File: config.mk
export PLATFORM = sky130hd
export DESIGN_NAME = uart_rx_ctrl
export DESIGN_NICKNAME = d
export VERILOG_FILES = /design/src/rtl/uart_rx_pkg.sv /design/src/rtl/uart_rx_edge_bit_counter.sv /design/src/rtl/uart_rx_ctrl.sv
export SDC_FILE = /design/constraint.sdc
export NUM_CORES = 1
export LEC_CHECK = 0
export ABC_CLOCK_PERIOD_IN_PS = 4490
export CAP_MARGIN = 10
export CORE_MARGIN = 1
export CORE_UTILIZATION = 50
export DETAILED_ROUTE_END_ITERATION = 10
export GPL_TIMING_DRIVEN = 0
export HOLD_SLACK_MARGIN = 0.02
export PLACE_DENSITY_LB_ADDON = 0.2
export SLEW_MARGIN = 20
export SYNTH_ARGS = -nofsm -noshare
export SYNTH_HDL_FRONTEND = slang
export SYNTH_SLANG_ARGS = --single-unit
export TNS_END_PERCENT = 10
File: constraint.sdc
create_clock -name CLK -period 4.49 [get_ports CLK]
set_input_delay 0.449 -clock CLK [delete_from_list [all_inputs] [get_ports CLK]]
set_output_delay 0.449 -clock CLK [all_outputs]
set_load 0.01 [all_outputs]
File: src/rtl/uart_rx_pkg.sv
// Shared types and constants for the UART receive path.
// Frame states, legal prescale values and the parity helper.
package uart_rx_pkg;

  localparam int DATA_WIDTH = 8;

  localparam logic [5:0] PRESCALE_8  = 6'd8;
  localparam logic [5:0] PRESCALE_16 = 6'd16;
  localparam logic [5:0] PRESCALE_32 = 6'd32;

  typedef enum logic [2:0] {
    IDLE   = 3'd0,
    START  = 3'd1,
    DATA   = 3'd2,
    PARITY = 3'd3,
    STOP   = 3'd4
  } state_t;

  function automatic logic prescale_ok(
    input logic [5:0] p
  );
    return (p == PRESCALE_8) ||
           (p == PRESCALE_16) ||
           (p == PRESCALE_32);
  endfunction

  function automatic logic exp_parity(
    input logic [DATA_WIDTH-1:0] d,
    input logic                  odd
  );
    return (^d) ^ odd;
  endfunction

endpackage

File: src/rtl/uart_rx_edge_bit_counter.sv
// Oversample edge counter and bit counter for the UART receiver.
// edge_cnt wraps at prescale-1; each wrap advances bit_cnt.
module uart_rx_edge_bit_counter
  import uart_rx_pkg::*;
(
  input  logic       CLK,
  input  logic       RST,
  input  logic       i_enable,
  input  logic       i_clear,
  input  logic [5:0] i_prescale,
  output logic [5:0] o_edge_cnt,
  output logic [3:0] o_bit_cnt
);

  logic [5:0] r_edge;
  logic [3:0] r_bit;
  logic       w_wrap;

  assign w_wrap = (r_edge == (i_prescale - 6'd1));

  always_ff @(posedge CLK or negedge RST) begin
    if (!RST) begin
      r_edge <= '0;
      r_bit  <= '0;
    end else if (i_clear) begin
      r_edge <= '0;
      r_bit  <= '0;
    end else if (i_enable) begin
      if (w_wrap) begin
        r_edge <= '0;
        r_bit  <= r_bit + 4'd1;
      end else begin
        r_edge <= r_edge + 6'd1;
      end
    end
  end

  assign o_edge_cnt = r_edge;
  assign o_bit_cnt  = r_bit;

endmodule

File: src/rtl/uart_rx_ctrl.sv
// UART receive frame controller: start/data/parity/stop sequencing
// around the external majority-vote sampler.
module uart_rx_ctrl
  import uart_rx_pkg::*;
(
  input  logic                  CLK,
  input  logic                  RST,
  input  logic                  RX_IN,
  input  logic [5:0]            prescale,
  input  logic                  PAR_EN,
  input  logic                  PAR_TYP,
  input  logic                  sampled_bit,
  output logic [5:0]            edge_cnt,
  output logic                  dat_samp_en,
  output logic [DATA_WIDTH-1:0] P_DATA,
  output logic                  data_valid,
  output logic                  par_err,
  output logic                  stp_err,
  output logic                  busy
);

  state_t r_state;
  state_t w_next;

  logic [5:0]            r_prescale;
  logic                  r_par_en;
  logic                  r_par_typ;
  logic [DATA_WIDTH-1:0] r_shift;
  logic [DATA_WIDTH-1:0] r_pdata;
  logic                  r_dv;
  logic                  r_par_err;
  logic                  r_stp_err;

  logic [3:0] w_bit_cnt;
  logic       w_busy;
  logic       w_bit_end;
  logic       w_start;
  logic       w_exp_par;

  assign w_busy    = (r_state != IDLE);
  assign w_bit_end = (edge_cnt == (r_prescale - 6'd1));
  assign w_start   = (r_state == IDLE) && !RX_IN;
  assign w_exp_par = exp_parity(r_shift, r_par_typ);

  uart_rx_edge_bit_counter u_cnt (
    .CLK        (CLK),
    .RST        (RST),
    .i_enable   (w_busy),
    .i_clear    (!w_busy),
    .i_prescale (r_prescale),
    .o_edge_cnt (edge_cnt),
    .o_bit_cnt  (w_bit_cnt)
  );

  always_ff @(posedge CLK or negedge RST) begin
    if (!RST) begin
      r_state <= IDLE;
    end else begin
      r_state <= w_next;
    end
  end

  always_comb begin
    w_next = r_state;
    unique case (r_state)
      IDLE: begin
        if (!RX_IN) w_next = START;
      end
      START: begin
        if (w_bit_end)
          w_next = sampled_bit ? IDLE : DATA;
      end
      DATA: begin
        if (w_bit_end && (w_bit_cnt == 4'd8))
          w_next = r_par_en ? PARITY : STOP;
      end
      PARITY: begin
        if (w_bit_end) w_next = STOP;
      end
      STOP: begin
        if (w_bit_end) w_next = IDLE;
      end
      default: w_next = IDLE;
    endcase
  end

  // An illegal prescale falls back to 16 so the counter always wraps.
  always_ff @(posedge CLK or negedge RST) begin
    if (!RST) begin
      r_prescale <= PRESCALE_16;
      r_par_en   <= 1'b0;
      r_par_typ  <= 1'b0;
      r_shift    <= '0;
      r_pdata    <= '0;
      r_dv       <= 1'b0;
      r_par_err  <= 1'b0;
      r_stp_err  <= 1'b0;
    end else begin
      r_dv <= 1'b0;
      if (w_start) begin
        r_prescale <= prescale_ok(prescale) ? prescale : PRESCALE_16;
        r_par_en   <= PAR_EN;
        r_par_typ  <= PAR_TYP;
        r_par_err  <= 1'b0;
        r_stp_err  <= 1'b0;
      end
      if ((r_state == DATA) && w_bit_end)
        r_shift <= {sampled_bit, r_shift[DATA_WIDTH-1:1]};
      if ((r_state == PARITY) && w_bit_end)
        r_par_err <= (sampled_bit != w_exp_par);
      if ((r_state == STOP) && w_bit_end) begin
        r_stp_err <= ~sampled_bit;
        if (sampled_bit && !r_par_err) begin
          r_pdata <= r_shift;
          r_dv    <= 1'b1;
        end
      end
    end
  end

  assign dat_samp_en = w_busy;
  assign busy        = w_busy;
  assign P_DATA      = r_pdata;
  assign data_valid  = r_dv;
  assign par_err     = r_par_err;
  assign stp_err     = r_stp_err;

endmodule

==> flow_metrics.tcl <==
set metrics [dict create \
    status "complete, no violations" \
    tightest_slew_ns 0.667 \
    rsz0062_at_grt "false" \
    syn_inst 178 \
    core_um2 4000 \
    drive_gt1_frac 0.143 \
    hp-class "input pin to async pin" \
    leakagePower_nw 1.17 \
    synth-seq-cells 40 \
    synth_top_area_frac 0.472 \
    post-place-cells 259 \
    ys.flop_type "dfrtp_1" \
    grt_max_degree 22 \
    num_vias 1507 \
    drt_wl_total_um 4190 \
    fmax_mhz 369 \
    ant_nets 0 \
    num-nets-final 232 \
    synth_top_area_cell "dfrtp_1" \
    cts_made_buffers 5 \
    multiInputGateArea_um2 1010 \
    ios 31 \
    post_drt_wl_per_cell_um 15.7 \
    worstPathArrival_ns 2.26 \
    clockBufferDepth 2 \
    port_buffers 30 \
    cp.required_ns 4.04 \
    setup_viol 0 \
    n_fill_cell 326 \
    drc_errors 0 \
    path_class "flop to output pin" \
    period_minus_slack_ns 2.71 \
    die_w_um 66.3 \
    rows 23 \
    post_cts.repair.setup_buffers 0 \
    synth_area_leaders "dfrtp_1 47%, xnor2_1 5.9%, mux2_4 5.8%" \
    grt_pass1_wl_um 7070 \
    die_h_um 66.3 \
    diodes 0 \
    postCtsHoldBufs 0 \
    cts_num_sinks 40 \
    yosys_warnings 0 \
    dieArea_um2 4400 \
    placed_area_um2 2450 \
    synthToLayoutAreaGrowth_pct 24.5 \
    worstReg2RegStart "r_prescale[0]$_DFFE_PN0P_" \
    fin_tns_setup_ns 0 \
    cts_root_buffer "clkbuf_8" \
    peakVddDrop_uv 226 \
    power.density_nw_per_um2 479 \
    grtUsageTotal 0.222 \
    synth_cell_types 47 \
    vias_per_cell 5.64 \
    reg2reg_depth 6 \
    skew_ns 0.00787 \
    synth-edff-count 0 \
    drtIter0Drc 74 \
    initial_core_util 0.517 \
    antenna_found_initial 0 \
    ff2ff_setup_slack_ns 2.14 \
    grt_overflow 0 \
    stdcell_count 267 \
    post-route-cell-area_um2 2580 \
    yosysSeqAreaShare 0.484 \
    start_kind "flop" \
    synthTopCellsByCount "39 x dfrtp_1, 14 x xnor2_1, 12 x nand2_1" \
    cts_resized 0 \
    grt_pass1_vias 1489 \
    cts_max_level 2 \
    ys_async_sr_fraction 1.00 \
    dr.pass1.iters 5 \
    relSlewSlack 0.553 \
    cp_max_fo 10 \
    avgSynthCellArea_um2 11.6 \
    tritoncts "yes" \
    clk_pin_slew_ns 0.08 \
    yosysMostFrequentCell "dfrtp_1" \
    syn_area_um2 2070 \
    clock_latency_ns 0.30 \
    dpl.hpwl_um 3080 \
    place_congestion 0.807 \
    cp-startpoint "r_state[1]$_DFFE_PN0P_" \
    seqCellArea_um2 1000 \
    slew_viol_final 0 \
    post-route-period-util 0.604 \
    syn-num-nets 194 \
    drv_cap 0 \
    cp-end-kind "output pin" \
    finalHoldViolations 0 \
]
kinds of logic after synthesis:
| group | share of synthesized area |
|---|---|
| AOI/OAI and AO/OA | 0.0804 |
| and+or+nand+nor | 0.183 |
| adders and majority gates | 0.0242 |
| buffers and inverters | 0.0272 |
| DFF | 0.484 |
| muxes | 0.121 |
| xor gates and xnor gates | 0.0804 |
registers in the layout, indices dropped and copies added, names as in the netlist:
name	flops
r_shift	8
r_par_typ	1
r_par_en	1
stp_err	1
r_prescale	6
u_cnt.o_bit_cnt	4
data_valid	1
P_DATA	8
par_err	1
u_cnt.o_edge_cnt	6
r_state	3
report_power, final:
part | switching (mW) | leakage (nW) | internal [mW]
sequential | 0.0650 | 0.538 | 0.416
clock | 0.134 | 0.0614 | 0.182
combinational | 0.241 | 0.570 | 0.196
path summary, 6_finish.rpt:
path | end
worst max register to register | P_DATA[3]$_DFFE_PN0P_
worst max-delay path | dat_samp_en
min in group CLK | r_par_typ$_DFFE_PN0P_
worst min-delay path | P_DATA[7]$_DFFE_PN0P_
max in group asynchronous | r_prescale[4]$_DFFE_PN1P_
worst min register to register | r_par_typ$_DFFE_PN0P_
metal layers:
metal,track usage,part of all wire,wire (um)
met3,0.0603,0.047,199
met1,0.292,0.44,1870
met5,0,0,0
met2,0.348,0.48,2030
met4,0.0851,0.023,97
layout by cell type, fill, tap and decap left out, types with 5 or more instances in the layout:
cell	n
clkbuf_8	6
clkdlybuf4s50_1	29
dfrtp_1	39
inv_1	6
mux2_1	8
mux2_4	8
nand2_1	12
nand2b_1	6
nand3_1	9
nor2_1	7
nor3_1	8
o21ai_0	7
xnor2_1	14
xor2_1	5
worst max-delay path: stages, from the launching register on:
cell             delay, ns
dfrtp_1               0.37
clkbuf_1              0.20
nor3_2                0.62
inv_2                 0.15
buf_4                 0.17
clkdlybuf4s50_1       0.46
per-stage QoR:
step	setup WS (ns)	util	power, mW	hold slack, ns
floorplan	2.39	-	0.770	0.153
global placement	2.08	0.608	0.898	0.494
detailed placement	2.15	0.614	0.919	0.440
CTS	1.79	0.644	1.24	0.107
global route	1.66	0.644	1.30	0.126
finish	1.78	0.644	1.23	0.0986
final cells by class:
class	instances	share of cell area
multi-input cells	126	0.392
flip-flops and latches	40	0.389
repair buffers	31	0.125
clock buffers	6	0.0321
well taps	50	0.0243
clock inverters	2	0.0151
plain buffers	5	0.0117
inverters	7	0.0102
Power figures use the tool's default switching activity.
